File: src/rtl/uart_pkg.sv
// Shared definitions for the memory-mapped UART transmitter: register offsets,
// STATUS bit positions, the TX state encoding and a level-saturation helper.
package uart_pkg;

    localparam logic [1:0] UART_TXDATA = 2'd0;
    localparam logic [1:0] UART_STATUS = 2'd1;
    localparam logic [1:0] UART_CLKDIV = 2'd2;

    localparam int STATUS_BUSY    = 0;
    localparam int STATUS_FULL    = 1;
    localparam int STATUS_EMPTY   = 2;
    localparam int STATUS_OVF     = 3;
    localparam int STATUS_LVL_LSB = 4;

    typedef enum logic [1:0] {
        TX_IDLE  = 2'd0,
        TX_START = 2'd1,
        TX_DATA  = 2'd2,
        TX_STOP  = 2'd3
    } tx_state_e;

    // The STATUS level field is only 4 bits wide, so deeper FIFOs report 15.
    function automatic logic [3:0] sat_level(input logic [31:0] lvl);
        if (lvl > 32'd15) begin
            return 4'hF;
        end else begin
            return lvl[3:0];
        end
    endfunction

endpackage

File: src/rtl/uart_tx_fifo.sv
// Synchronous FIFO with an extra pointer bit to tell full from empty.
// A push while full is accepted only when a pop frees a slot in the same cycle.
module uart_tx_fifo #(
    parameter int Depth = 8,
    parameter int Width = 8
) (
    input  logic                       clk_i,
    input  logic                       rst_ni,
    input  logic                       push,
    input  logic                       pop,
    input  logic [Width-1:0]           wdata,
    output logic [Width-1:0]           rdata,
    output logic                       full,
    output logic                       empty,
    output logic [$clog2(Depth):0]     level
);

    localparam int AW = $clog2(Depth);

    logic [Width-1:0] mem_r [Depth];
    logic [AW:0]      wr_ptr_r;
    logic [AW:0]      rd_ptr_r;
    logic             do_push_s;
    logic             do_pop_s;

    assign empty     = (wr_ptr_r == rd_ptr_r);
    assign full      = (wr_ptr_r[AW] != rd_ptr_r[AW]) && (wr_ptr_r[AW-1:0] == rd_ptr_r[AW-1:0]);
    assign level     = wr_ptr_r - rd_ptr_r;
    assign do_pop_s  = pop && !empty;
    assign do_push_s = push && (!full || do_pop_s);
    assign rdata     = mem_r[rd_ptr_r[AW-1:0]];

    // Pointer update; both wrap naturally through the extra MSB.
    always_ff @(posedge clk_i or negedge rst_ni) begin
        if (!rst_ni) begin
            wr_ptr_r <= '0;
            rd_ptr_r <= '0;
        end else begin
            if (do_push_s) begin
                wr_ptr_r <= wr_ptr_r + {{AW{1'b0}}, 1'b1};
            end
            if (do_pop_s) begin
                rd_ptr_r <= rd_ptr_r + {{AW{1'b0}}, 1'b1};
            end
        end
    end

    // Storage array, written only on an accepted push.
    always_ff @(posedge clk_i) begin
        if (do_push_s) begin
            mem_r[wr_ptr_r[AW-1:0]] <= wdata;
        end
    end

endmodule

File: src/rtl/uart_tx_periph.sv
// Bus-attached 8N1 UART transmitter: register decode, TX FIFO and bit FSM.
// Bus handshake mirrors the SRAM: gnt equals req, response one cycle later.
module uart_tx_periph
    import uart_pkg::*;
#(
    parameter logic [15:0] ClkDivReset = 16'd434,
    parameter int          FifoDepth   = 8
) (
    input  logic        clk_i,
    input  logic        rst_ni,
    input  logic        req_i,
    input  logic        we_i,
    input  logic [3:0]  be_i,
    input  logic [31:0] addr_i,
    input  logic [31:0] wdata_i,
    output logic        gnt_o,
    output logic        rvalid_o,
    output logic [31:0] rdata_o,
    output logic        err_o,
    output logic        tx_o,
    output logic        irq_tx_empty_o
);

    localparam int LvlW = $clog2(FifoDepth) + 1;

    logic            wr_txdata_s;
    logic            wr_status_s;
    logic            wr_clkdiv_s;
    logic            push_s;
    logic            pop_s;
    logic            ovf_clr_s;
    logic [7:0]      fifo_rdata_s;
    logic            fifo_full_s;
    logic            fifo_empty_s;
    logic [LvlW-1:0] fifo_level_s;
    logic [15:0]     clkdiv_merge_s;
    logic [15:0]     clkdiv_next_s;
    logic [31:0]     status_s;
    logic [31:0]     rdata_s;
    logic            unused_s;

    logic [15:0]     clkdiv_r;
    logic            ovf_r;
    tx_state_e       state_r;
    logic [15:0]     div_r;
    logic [15:0]     cnt_r;
    logic [2:0]      bit_idx_r;
    logic [7:0]      shift_r;
    logic            tx_r;
    logic            irq_r;
    logic            rvalid_r;
    logic [31:0]     rdata_r;
    logic            err_r;

    assign gnt_o          = req_i;
    assign rvalid_o       = rvalid_r;
    assign rdata_o        = rdata_r;
    assign err_o          = err_r;
    assign tx_o           = tx_r;
    assign irq_tx_empty_o = irq_r;
    assign unused_s       = ^{addr_i[31:4], addr_i[1:0], be_i[3:2], wdata_i[31:16]};

    // Write decode and the new CLKDIV value after byte-enable merging.
    always_comb begin
        wr_txdata_s    = req_i && we_i && (addr_i[3:2] == UART_TXDATA);
        wr_status_s    = req_i && we_i && (addr_i[3:2] == UART_STATUS);
        wr_clkdiv_s    = req_i && we_i && (addr_i[3:2] == UART_CLKDIV);
        push_s         = wr_txdata_s && be_i[0];
        ovf_clr_s      = wr_status_s && be_i[0] && wdata_i[STATUS_OVF];
        pop_s          = (state_r == TX_IDLE) && !fifo_empty_s;
        clkdiv_merge_s = {be_i[1] ? wdata_i[15:8] : clkdiv_r[15:8],
                          be_i[0] ? wdata_i[7:0]  : clkdiv_r[7:0]};
        if (clkdiv_merge_s == 16'd0) begin
            clkdiv_next_s = 16'd1;
        end else begin
            clkdiv_next_s = clkdiv_merge_s;
        end
    end

    // Read mux; writes and the reserved slot return zero.
    always_comb begin
        status_s                                  = 32'd0;
        status_s[STATUS_BUSY]                     = (state_r != TX_IDLE);
        status_s[STATUS_FULL]                     = fifo_full_s;
        status_s[STATUS_EMPTY]                    = fifo_empty_s;
        status_s[STATUS_OVF]                      = ovf_r;
        status_s[STATUS_LVL_LSB+3:STATUS_LVL_LSB] = sat_level(32'(fifo_level_s));
        rdata_s                                   = 32'd0;
        if (!we_i) begin
            case (addr_i[3:2])
                UART_STATUS: rdata_s = status_s;
                UART_CLKDIV: rdata_s = {16'd0, clkdiv_r};
                default:     rdata_s = 32'd0;
            endcase
        end else begin
            rdata_s = 32'd0;
        end
    end

    uart_tx_fifo #(
        .Depth (FifoDepth),
        .Width (8)
    ) u_fifo (
        .clk_i  (clk_i),
        .rst_ni (rst_ni),
        .push   (push_s),
        .pop    (pop_s),
        .wdata  (wdata_i[7:0]),
        .rdata  (fifo_rdata_s),
        .full   (fifo_full_s),
        .empty  (fifo_empty_s),
        .level  (fifo_level_s)
    );

    // Bus response and control registers.
    always_ff @(posedge clk_i or negedge rst_ni) begin
        if (!rst_ni) begin
            rvalid_r <= 1'b0;
            rdata_r  <= 32'd0;
            err_r    <= 1'b0;
            clkdiv_r <= ClkDivReset;
            ovf_r    <= 1'b0;
            irq_r    <= 1'b1;
        end else begin
            rvalid_r <= req_i;
            rdata_r  <= req_i ? rdata_s : 32'd0;
            err_r    <= req_i && (addr_i[3:2] == 2'd3);
            irq_r    <= (state_r == TX_IDLE) && fifo_empty_s;
            if (wr_clkdiv_s) begin
                clkdiv_r <= clkdiv_next_s;
            end
            // A push that is dropped wins over a clear in the same cycle (cannot coincide on one bus).
            if (push_s && fifo_full_s && !pop_s) begin
                ovf_r <= 1'b1;
            end else if (ovf_clr_s) begin
                ovf_r <= 1'b0;
            end
        end
    end

    // Serialiser: each bit is held for div_r cycles, counter reloads on bit entry.
    always_ff @(posedge clk_i or negedge rst_ni) begin
        if (!rst_ni) begin
            state_r   <= TX_IDLE;
            div_r     <= ClkDivReset;
            cnt_r     <= 16'd0;
            bit_idx_r <= 3'd0;
            shift_r   <= 8'd0;
            tx_r      <= 1'b1;
        end else begin
            case (state_r)
                TX_IDLE: begin
                    if (!fifo_empty_s) begin
                        shift_r <= fifo_rdata_s;
                        div_r   <= clkdiv_r;
                        cnt_r   <= clkdiv_r - 16'd1;
                        tx_r    <= 1'b0;
                        state_r <= TX_START;
                    end else begin
                        tx_r    <= 1'b1;
                    end
                end
                TX_START: begin
                    if (cnt_r == 16'd0) begin
                        cnt_r     <= div_r - 16'd1;
                        bit_idx_r <= 3'd0;
                        tx_r      <= shift_r[0];
                        state_r   <= TX_DATA;
                    end else begin
                        cnt_r     <= cnt_r - 16'd1;
                    end
                end
                TX_DATA: begin
                    if (cnt_r == 16'd0) begin
                        cnt_r <= div_r - 16'd1;
                        if (bit_idx_r == 3'd7) begin
                            tx_r    <= 1'b1;
                            state_r <= TX_STOP;
                        end else begin
                            bit_idx_r <= bit_idx_r + 3'd1;
                            shift_r   <= {1'b0, shift_r[7:1]};
                            tx_r      <= shift_r[1];
                        end
                    end else begin
                        cnt_r <= cnt_r - 16'd1;
                    end
                end
                TX_STOP: begin
                    if (cnt_r == 16'd0) begin
                        state_r <= TX_IDLE;
                    end else begin
                        cnt_r   <= cnt_r - 16'd1;
                    end
                end
                default: begin
                    state_r <= TX_IDLE;
                    tx_r    <= 1'b1;
                end
            endcase
        end
    end

endmodule

File: config.mk
export PLATFORM = sky130hd
export DESIGN_NAME = uart_tx_periph
export DESIGN_NICKNAME = d
export VERILOG_FILES = /design/src/rtl/uart_pkg.sv /design/src/rtl/uart_tx_fifo.sv /design/src/rtl/uart_tx_periph.sv
export SDC_FILE = /design/constraint.sdc
export NUM_CORES = 1
export LEC_CHECK = 0
export CORE_MARGIN = 2
export CORE_UTILIZATION = 50
export DETAILED_ROUTE_END_ITERATION = 8
export PLACE_DENSITY = 0.77
export SLEW_MARGIN = 20
export SYNTH_ARGS = -nofsm -noshare
export SYNTH_HDL_FRONTEND = slang
export SYNTH_SLANG_ARGS = --single-unit
File: constraint.sdc
create_clock -name clk_i -period 3.1 [get_ports clk_i]
set_input_delay 0.31 -clock clk_i [delete_from_list [all_inputs] [get_ports clk_i]]
set_output_delay 0.31 -clock clk_i [all_outputs]
set_load 0.02 [all_outputs]
## After elaboration in Yosys (flattened, before gate mapping)

Memory sizes are Yosys's and may differ from the RTL's.
Index checks and enable logic that the tools add are counted.

- $add $sub $neg: 7
- Equal/unequal tests: 17
- Multiplexer cells: 33
- Bitwise gates (word level): 1
- Reduce and logical (&&, ||, !) cells: 35

Operators by type and width:

| cell | number |
|---|---|
| $mux W16 | 4 |
| $mux W32 | 2 |
| $pmux W16 S3 | 1 |
| $sub A16 B1 Y16 const B | 3 |
| $mux W8 | 5 |
| $logic_not A16 Y1 | 2 |
| $pmux W16 S2 | 1 |
| $pmux W8 S2 | 1 |
| $logic_and A1 B1 Y1 | 15 |
| $ne A2 B2 Y1 const B | 7 |
| $mux W2 | 5 |
| $mux W3 | 3 |
| $add A4 B1 Y4 const B | 2 |
| $eq A2 B2 Y1 const B | 4 |
| $mux W1 | 8 |
| $pmux W2 S4 | 1 |
| $reduce_and A4 Y1 | 2 |
| $reduce_bool A2 Y1 | 4 |
| $pmux W3 S2 | 1 |
| $reduce_and A5 Y1 | 1 |
| $eq A2 B1 Y1 const B | 2 |
| $eq A4 B4 Y1 | 1 |
| $logic_not A2 Y1 | 2 |
| $reduce_and A2 Y1 | 2 |
| other kinds (12) | 14 |

- Register bits: 106
- Bits in writable memories: 64
- Output and inout port bits: 37
- Logic and storage cells: 108
- Memories kept: 1

Memories:

| memory | words | bits a word | read ports | clocked after Yosys merged registers in | wr ports | line | RTL |
|---|---|---|---|---|---|---|---|
| u_fifo.mem_r | 8 | 8 | 1 | 0 | 1 | uart_tx_fifo.sv:20 | `logic [Width-1:0] mem_r [Depth];` |

## Logic depth before layout (Yosys ltp)

Gate-level depths: netlist (run 1).

- Depth in word-level cells: 8
- Depth in mapped cells: 10
- Gate-level depth less buffers: 8

## Hierarchy

From an unflattened synthesis (run 1), not the netlist that was laid out.

- Cell total of the unflattened synthesis: 668
- Area, all modules: 7,777.5 µm²

By module, submodules not included:

| module | times used | cells an instance | area an instance (µm²) | seq. area each (µm²) |
|---|---|---|---|---|
| uart_tx_periph | 1 | 500 | 4,824.6 | 2,067.0 |
| uart_tx_fifo | 1 | 168 | 2,952.8 | 2,122.0 |

## Worst setup path before layout (run 1)

OpenSTA, ideal clock, no wires.

- Path type: reg2reg
- Start: register u_fifo.rd_ptr_r[1]
- End: memory u_fifo.mem_r[0][0], enable pin
- Library setup time: 395 ps
- Arrival: 2,818 ps
- Slack: -113 ps
- Cell stages (with the launch flop): 9
- Clock period less this slack: 3,213 ps
- Path through: dfrtp_1 > clkbuf_1 > clkbuf_1 > inv_1 > ha_1 > nand3_1 > nor3_1 > or2_2 > nor4_1

- Word-level cells in the longest chain between the ends: 8
- Elaborated cells between the ends (all ways): 11

RTL lines:

| item | line | RTL |
|---|---|---|
| from (decl) | uart_tx_fifo.sv:22 | `logic [AW:0] rd_ptr_r;` |
| from (signal assigned) | uart_tx_fifo.sv:43 | `rd_ptr_r <= rd_ptr_r + {{AW{1'b0}}, 1'b1};` |
| $eq A4 B4 Y1 | uart_tx_fifo.sv:26 | `assign empty = (wr_ptr_r == rd_ptr_r);` |
| $logic_not A1 Y1 | uart_tx_fifo.sv:29, uart_tx_periph.sv:70 |  |
| $logic_and A1 B1 Y1 | uart_tx_periph.sv:70 | `pop_s = (state_r == TX_IDLE) && !fifo_empty_s;` |
| $logic_and A1 B1 Y1 | uart_tx_fifo.sv:29 | `assign do_pop_s = pop && !empty;` |
| $logic_or A1 B1 Y1 * | uart_tx_fifo.sv:30 | `assign do_push_s = push && (!full \|\| do_pop_s);` |
| $logic_and A1 B1 Y1 * | uart_tx_fifo.sv:30 |  |
| $mux W1 * | uart_tx_fifo.sv:50 | `if (do_push_s) begin` |
| $mux W1 (implied by the code) * | uart_tx_fifo.sv:51 | `mem_r[wr_ptr_r[AW-1:0]] <= wdata;` |
| to (decl) | uart_tx_fifo.sv:20 |  |

Every way passes the cells marked *; elsewhere a longest branch is shown, timed or not.

## Final worst setup path (run 1)

- Start: register u_fifo.rd_ptr_r[2]
- End: memory u_fifo.mem_r[5][2], enable pin

The elaborated chain is that of the path after synthesis.

==> impl_metrics.tcl, run 1 <==
set metrics [dict create \
    status "complete, but fails checks" \
    violations "negative hold slack" \
    yosys.cell_types.count 71 \
    setup_violations 0 \
    drt-total-wl_mm 16.98 \
    fmax_ghz 0.3907 \
    yosys.area.top_type "dfrtp_1" \
    place_area_um2 8357 \
    fin_crit_sh 0.8256 \
    coreArea_um2 15150 \
    drive_gt1_frac 0.1616 \
    drcViolationCount 0 \
    tightest_slew_ns 0.8056 \
    grt_pass1_vias 5388 \
    dp_slack_ns 0.5796 \
    grt_max_degree 89 \
    power.density_nw_per_um2 922.4 \
    area_growth_pct 15.07 \
    setup_ws_ns 0.5405 \
    hold_buffers 0 \
    grt.total_usage 0.2171 \
    rsz0062_at_grt "no" \
    worstSetupPathType "reg -> reg" \
    htreeDepth 4 \
    slowest_stage "dfrtp_1" \
    max-clock-path-buffers 2 \
    yosys_warnings 0 \
    ys_ff_latch 154 \
    ys.flop_type "dfrtp_1" \
    drt_iter0_drc 488 \
    antenna_found_initial 0 \
    min_path_type "in -> async" \
    cts_inserted_buffers 17 \
    required_ns 3.23 \
    p_leak_uw 0.003549 \
    initial_utilization 0.5114 \
    ir_worst_vdd_uv 530.7 \
    die_area_um2 16500 \
    n_fill_cell 1190 \
    regArea_um2 4189 \
    slew_headroom 0.4629 \
    finClkSkew_ns 0.006445 \
    place_hpwl_mm 11.53 \
    path_max_fanout 9 \
    gp_congestion 0.9082 \
    fin_crit_ns 2.559 \
    async_reset_ff_frac 0.5844 \
    cp-start-kind "flop" \
    instances_no_fill 918 \
    die_h_um 128.5 \
    root_buffer "clkbuf_16" \
    slew_violations 0 \
    endpoint_kind "flop" \
    antenna_cells 0 \
    utilization 0.5885 \
    hold_viol_final 78 \
    syn_area_um2 7746 \
    ant_nets 0 \
    via_per_inst 5.900 \
    layout.nets 809 \
    num_vias 5416 \
    rows 45 \
    place_inst 886 \
    cts.sinks 154 \
    cts_tree "done" \
    ctsResizeCount 0 \
    layout_common_cells "90 x nand2_1, 78 x dfrtp_1, 64 x edfxtp_1" \
    critPathMaxStageDelay_ns 0.42 \
    portBuffers 44 \
    clkSlewWorstSetupHoldPaths_ns 0.06 \
    fin_hold_ws_ns -0.06907 \
    clock_latency_ns 0.43 \
    yosysSeqAreaShare 0.5408 \
    worst-endpoint-arrival_ns 2.69 \
    synth_top_area_share 0.2520 \
    syn_inst 668 \
    ioPinCount 109 \
    overflow 0 \
    postCtsSetupRepairBufs 0 \
    yosys-top-cells-area "dfrtp_1 25%, edfxtp_1 25%, mux4_2 4.7%" \
    post_drt_wl_per_cell_um 18.50 \
    grt_pass1_wl_mm 27.66 \
    path_cells "inv_2, ha_1, nand3_1, nor3_1, nor2_1, nand2_1, nor3b_1, buf_4" \
    avgSynthCellArea_um2 11.60 \
    synth_edf_count 64 \
    drv_cap 0 \
    design_area_um2 8914 \
    multi_input_area_um2 3292 \
    dr.pass1.iters 5 \
    die_width_um 128.5 \
    layout_commonest_cell "nand2_1" \
]
-- per-layer routing --
layer	track usage	wire length, um
met5	0	0
met4	0.07175	289
met3	0.04407	958
met2	0.3451	8174
met1	0.3025	7557
-- per-stage QoR --
stage | setup TNS [ns] | total power, uW
after global placement | 0 | 6120
after detailed placement | 0 | 6223
after global routing | 0 | 8714
after floorplan | -2.490 | 5407
after CTS | 0 | 8199
final | 0 | 8222
-- flip-flops by register name (all words and copies together), names as in the netlist, 2 cells and up --
name	cells
state_r	2
rdata_o	16
div_r	16
u_fifo.wr_ptr_r	4
shift_r	8
u_fifo.rd_ptr_r	4
cnt_r	16
clkdiv_r	16
u_fifo.mem_r	64
bit_idx_r	3
-- cell families after synthesis --
logic type | after synthesis | share of synthesized area
DFF | 154 | 0.5408
other | 1 | 0.0004841
buffers and inverters | 65 | 0.04151
xor gates and xnor gates | 42 | 0.04749
AOI/OAI and AO/OA | 110 | 0.09546
muxes | 50 | 0.09449
and+or+nand+nor | 226 | 0.1465
adders and majority gates | 20 | 0.03327
-- cell type report --
type,instances,share of cell area
Multi-Input combinational cell,464,0.3693
Clock inverter,15,0.01432
Timing Repair Buffer,62,0.06471
Clock buffer,17,0.04773
Tap cell,188,0.02639
Sequential cell,154,0.4700
Inverter,18,0.007580
-- where the power goes --
group / switching [uW] / internal [uW]
registers: 459 / 2560
logic: 1850 / 1410
clock network: 892 / 1050
-- worst max-delay path: cells and delay by family, from the launching register on --
| kind | cells | cell delay (ns) |
|---|---|---|
| and+or+nand+nor | 5 | 1.03 |
| adders and majority gates | 1 | 0.33 |
| buffers and inverters | 2 | 0.48 |
| DFF | 1 | 0.42 |
-- cell usage after synthesis (all sizes together), types with 5 or more instances --
cell type  number
and2            9
xnor2          21
or4             6
a21oi          16
nand4           5
nand2          90
mux2           25
o211ai          5
edfxtp         64
nand3          12
a22oi           7
dfstp          12
buf            26
clkbuf         21
inv            18
o21ai          30
nor3           23
nor4           13
mux2i           9
a31oi          10
ha             19
and3            5
a22o            7
xor2           21
nor2           41
mux4           16
dfrtp          78
-- final timing paths --
check,from,end,slack [ns],depth (start not counted)
max,u_fifo.rd_ptr_r[2],u_fifo.mem_r[5][2],0.54,8
min,rst_ni,cnt_r[11],-0.07,1
max reg2reg,u_fifo.rd_ptr_r[2],u_fifo.mem_r[5][2],0.54,8
min reg2reg,div_r[7],div_r[7],0.48,2
max in group asynchronous,rst_ni,clkdiv_r[5],2.48,2
min in group clk_i,req_i,rvalid_o,0.47,1
Note: power is estimated with default switching activity, not from simulation.
==> run 2: changes to the inputs <==
==> constraint.sdc (replaced) <==
create_clock -name clk_i -period 2.1 [get_ports clk_i]
set_input_delay 0.21 -clock clk_i [delete_from_list [all_inputs] [get_ports clk_i]]
set_output_delay 0.21 -clock clk_i [all_outputs]
set_load 0.02 [all_outputs]
==> run 2 against run 1 <==
- non-clock buffer count is 68 higher
- die area stayed put
- largest power group unchanged
- design area is 9.7% higher
- critical path depth is 2 lower
- the flow now finishes without violations
- combinational power is 80% higher
- flip-flop and latch count stayed put
- fmax is 22% higher
- critical path type unchanged
- via count is 5.5% higher
- sequential power is 46% higher
- worst setup slack worse by 0.54 ns
==> impl_metrics.tcl, run 2 (synthesis results as in run 1) <==
set metrics [dict create \
    critPathMaxStageDelay_ns 0.70 \
    cts_tree "done" \
    drcViolationCount 0 \
    num_vias 5713 \
    p_leak_uw 0.003973 \
    cts_inserted_buffers 17 \
    worst-endpoint-arrival_ns 2.45 \
    path_max_fanout 6 \
    layout_commonest_cell "nand2_1" \
    layout_common_cells "89 x nand2_1, 77 x dfrtp_1, 77 x buf_4" \
    comb_power_share 0.439 \
    grt.total_usage 0.2366 \
    design_area_um2 9774 \
    gp_congestion 0.8988 \
    drt-total-wl_mm 18.70 \
    drv_cap 0 \
    ant_nets 0 \
    fmax_ghz 0.4763 \
    die_area_um2 16500 \
    hold_viol_final 0 \
    antenna_found_initial 0 \
    ir_worst_vdd_uv 1183 \
    root_buffer "clkbuf_16" \
    power_switching_uw 5115 \
    grt_max_degree 60 \
    coreArea_um2 15150 \
    regArea_um2 4190 \
    fin_crit_ns 2.100 \
    layout.nets 877 \
    htreeDepth 4 \
    internal_power_uw 8278 \
    power.density_nw_per_um2 1370 \
    finClkSkew_ns 0.01195 \
    place_area_um2 9057 \
    max-clock-path-buffers 2 \
    status "finished clean" \
    total_power_uw 13390 \
    fin_crit_sh 0.9999 \
    rows 45 \
    via_per_inst 5.794 \
    worstSetupPathType "reg -> reg" \
    required_ns 2.45 \
    path_cells "or4_1, buf_4, nor3_2, xnor2_1, o31a_1, o221ai_1" \
    power_frac_seq 0.328 \
    antenna_cells 0 \
    die_width_um 128.5 \
    rsz0062_at_grt "yes" \
    slowest_stage "or4_1" \
    grt_pass1_wl_mm 29.77 \
    clkSlewWorstSetupHoldPaths_ns 0.06 \
    place_hpwl_mm 13.17 \
    clock_latency_ns 0.43 \
    dr.pass1.iters 5 \
    ioPinCount 109 \
    clkPwrFrac 0.233 \
    switching_share 0.3819 \
    drive_gt1_frac 0.2669 \
    multi_input_area_um2 3496 \
    die_h_um 128.5 \
    cts.sinks 154 \
    endpoint_kind "flop" \
    cp-start-kind "flop" \
    area_growth_pct 26.18 \
    setup_violations 0 \
    initial_utilization 0.5114 \
    min_path_type "in -> async" \
    drt_iter0_drc 508 \
    largest_register_ffs 64 \
    slew_violations 0 \
    grt_pass1_vias 5690 \
    n_fill_cell 1094 \
    overflow 0 \
    portBuffers 44 \
    post_drt_wl_per_cell_um 18.97 \
]
## run 2: cell count changes in the layout (fill, tap and decap cells not counted), moves of 4 or more
cell    before  now
buf_4       18   77
nor2_2       0    4
nor3_1      19   12
nor2_1      41   37
ha_1        19   15
nor3_4       1    7
buf_12       0    7
## run 2: critical path: cells and delay by family (launching register included)
| family | cells | cell delay (ns) |
|---|---|---|
| buffers and inverters | 1 | 0.22 |
| AND/OR/NAND/NOR | 2 | 0.85 |
| AO/OA/AOI/OAI | 2 | 0.41 |
| XOR/XNOR | 1 | 0.13 |
| flip-flops | 1 | 0.41 |
## run 2: path summary, 6_finish.rpt
path / endpoint / cells past startpoint / startpoint / slack (ns)
max: cnt_r[13] / 6 / div_r[3] / 0.0003
min: cnt_r[14] / 2 / rst_ni / 0.26
max reg2reg: cnt_r[13] / 6 / div_r[3] / 0.0003
min reg2reg: div_r[7] / 2 / div_r[7] / 0.48
max in group asynchronous: clkdiv_r[1] / 3 / rst_ni / 1.13
min in group clk_i: rvalid_o / 2 / req_i / 0.40
## run 2: routing by layer
metal,vias to the layer above,global-route usage,part of all wire
li1,2642,-,-
met1,2864,0.3149,0.44
met2,179,0.3964,0.50
met3,28,0.04283,0.044
met4,0,0.07757,0.017
met5,-,0,0
## run 2: final cells by class
type                            count  share of cell area
Clock inverter                     15             0.01805
Clock buffer                       17             0.04352
Inverter                           18            0.007168
Sequential cell                   154              0.4287
Timing Repair Buffer              130              0.1208
Tap cell                          188             0.02407
Multi-Input combinational cell    464              0.3577
## run 2: repair_timing
action / in CTS / in global routing
endpoints found under the hold margin: 29 / 0
pin swaps: 0 / 1
endpoints found under the setup margin: 8 / 57
hold buffers: 1 / 0
buffers inserted: 0 / 4
resized for setup: 1 / 16
gates cloned: 0 / 0
## run 2: metrics by stage
step           setup WS, ns  hold WS (ns)    util  setup TNS, ns  std cells
2_1_floorplan      -0.08298      -0.08559       -         -2.629        683
3_3_place_gp        0.02312        0.1812  0.5980              0        949
3_5_place_dp       -0.01019        0.1861  0.5980       -0.08979        949
4_1_cts           0.0008331        0.2795  0.6388              0        982
5_1_grt            -0.07399        0.3127  0.6454        -0.1322        986
6_report          0.0002911        0.2638  0.6454              0        986
## run 2: power by group through the flow
stage	combinational, uW	sequential [uW]	clock, uW
finish	5880	4400	3120
detailed placement	5630	4400	0
global placement	5460	4360	0
CTS	5710	4360	3150
global route	6420	4470	3280
floorplan	3870	4360	0
==> run 3: changes to the inputs <==
--- a/config.mk
+++ b/config.mk
@@ -5,10 +5,9 @@
 export SDC_FILE = /design/constraint.sdc
 export NUM_CORES = 1
 export LEC_CHECK = 0
-export CORE_MARGIN = 2
-export CORE_UTILIZATION = 50
+export CORE_UTILIZATION = 55
 export DETAILED_ROUTE_END_ITERATION = 8
-export PLACE_DENSITY = 0.77
+export PLACE_DENSITY = 0.8
 export SLEW_MARGIN = 20
 export SYNTH_ARGS = -nofsm -noshare
 export SYNTH_HDL_FRONTEND = slang
==> constraint.sdc (replaced) <==
create_clock -name clk_i -period 2.2 [get_ports clk_i]
set_input_delay 0.22 -clock clk_i [delete_from_list [all_inputs] [get_ports clk_i]]
set_output_delay 0.22 -clock clk_i [all_outputs]
set_load 0.02 [all_outputs]
==> run 3 against run 2 <==
- total power shrank 7.5%
- worst hold slack improved by 0.097 ns
- count of clock-buffer cells in the layout stayed put
- via count decreased by 0.61%
- register-to-register slack gained 0.14 ns
- first-iteration DRC count rose by 2.0%
- critical path type unchanged
- critical endpoint is now cnt_r[9]
- largest cell class unchanged
==> impl_metrics.tcl, run 3 (synthesis results as in run 1) <==
set metrics [dict create \
    status "finished clean" \
    antenna_cells 0 \
    dr.pass1.iters 5 \
    ioPinCount 109 \
    die_area_um2 14560 \
    drt_iter0_drc 518 \
    via_per_inst 5.933 \
    ff2ff_path_depth 8 \
    place_hpwl_mm 12.78 \
    clock_latency_ns 0.44 \
    portBuffers 44 \
    gp_congestion 0.9516 \
    grt_max_degree 55 \
    root_buffer "clkbuf_16" \
    htreeDepth 4 \
    area_growth_pct 23.70 \
    antenna_found_initial 0 \
    cp-start-kind "flop" \
    grt_pass1_vias 5712 \
    power.density_nw_per_um2 1293 \
    coreArea_um2 13510 \
    design_area_um2 9582 \
    layout_common_cells "89 x nand2_1, 77 x dfrtp_1, 64 x edfxtp_1" \
    die_width_um 120.7 \
    overflow 0 \
    reg2reg_slack_ns 0.14 \
    drv_cap 0 \
    num_vias 5678 \
    ir_worst_vdd_uv 875.9 \
    fin_crit_ns 2.062 \
    required_ns 2.52 \
    fin_crit_sh 0.9372 \
    ant_nets 0 \
    clkSlewWorstSetupHoldPaths_ns 0.07 \
    drcViolationCount 0 \
    finClkSkew_ns 0.009067 \
    max-clock-path-buffers 2 \
    fmax_ghz 0.4850 \
    drt-total-wl_mm 18.02 \
    fin_tns_setup_ns 0 \
    largest_register_ffs 64 \
    worstSetupPathType "reg -> reg" \
    slew_headroom 0.5264 \
    rsz0062_at_grt "no" \
    rr_startpoint "clkdiv_r[0]" \
    crit_path_start "clkdiv_r[0]" \
    hold_viol_final 0 \
    cts_inserted_buffers 17 \
    tightest_slew_ns 0.7104 \
    crit_end "cnt_r[9]" \
    drive_gt1_frac 0.2420 \
    grt_pass1_wl_mm 29.37 \
    place_area_um2 8944 \
    cts.sinks 154 \
    initial_utilization 0.5736 \
    grt.total_usage 0.2673 \
    path_max_fanout 5 \
    post_drt_wl_per_cell_um 18.83 \
    endpoint_kind "flop" \
    setup_violations 0 \
    die_h_um 120.7 \
    slew_violations 0 \
    min_path_type "in -> async" \
    layout_commonest_cell "nand2_1" \
    rows 42 \
    p_leak_uw 0.003881 \
    layout.nets 860 \
    worst-endpoint-arrival_ns 2.39 \
    cts_tree "done" \
    r2r-end "cnt_r[9]" \
]
[run 3: layer usage]
layer	vias to the layer above	GRT usage	share of wire
li1	2615	-	-
met1	2815	0.3659	0.43
met2	225	0.4274	0.49
met3	23	0.04670	0.062
met4	0	0.1034	0.017
met5	-	0	0
[run 3: critical path, stage by stage (launching register included)]
cell and delay [ns]:
dfrtp_1 0.40, buf_4 0.16, nor4_1 0.31, buf_4 0.18
nand2_1 0.06, or3_1 0.34, xor2_1 0.22, o21ai_0 0.12
o22a_1 0.17
[run 3: area by class of cell]
type                    count  area [um^2]
clock buffers              17        425.4
clock inverters            15        178.9
fillers                   848         3924
inverters                  18        67.56
multi-input cells         464         3441
flip-flops and latches    154         4190
well taps                 176        220.2
repair buffers            113         1059
[run 3: how the worst min path moves through the flow]
| stage | startpoint | end | slack (ns) | cells past startpoint |
|---|---|---|---|---|
| after global placement | rst_ni | bit_idx_r[2] | 0.30 | 1 |
| after global routing | req_i | rvalid_o | 0.41 | 2 |
| after CTS | req_i | rvalid_o | 0.39 | 2 |
| final | rst_ni | bit_idx_r[2] | 0.36 | 2 |
| after floorplan | rst_ni | bit_idx_r[0] | -0.08 | 0 |
| after detailed placement | rst_ni | bit_idx_r[2] | 0.31 | 1 |
[run 3: report_power, final]
group,switching (uW),internal (uW)
Clock,1370,1540
Sequential,603,3600
Combinational,2880,2390
Total,4850,7530
[run 3: timing repair]
action	4_1_cts	5_1_grt
hold buffers	1	0
buffers inserted	0	0
endpoints found under the setup margin	0	7
hold endpoints to repair	39	0
gates resized for setup	0	5
[run 3: stage by stage]
step                instances  total power, uW  setup slack, ns    util  hold WS, ns
CTS                       957            12350          0.05949  0.7077       0.3920
finish                    957            12390           0.1381  0.7095       0.3611
floorplan                 683             7826        -0.001521       -     -0.07559
global placement          924             9202           0.1347  0.6622       0.3016
detailed placement        924             9372          0.09922  0.6622       0.3103
global route              957            13090         0.003077  0.7095       0.4104
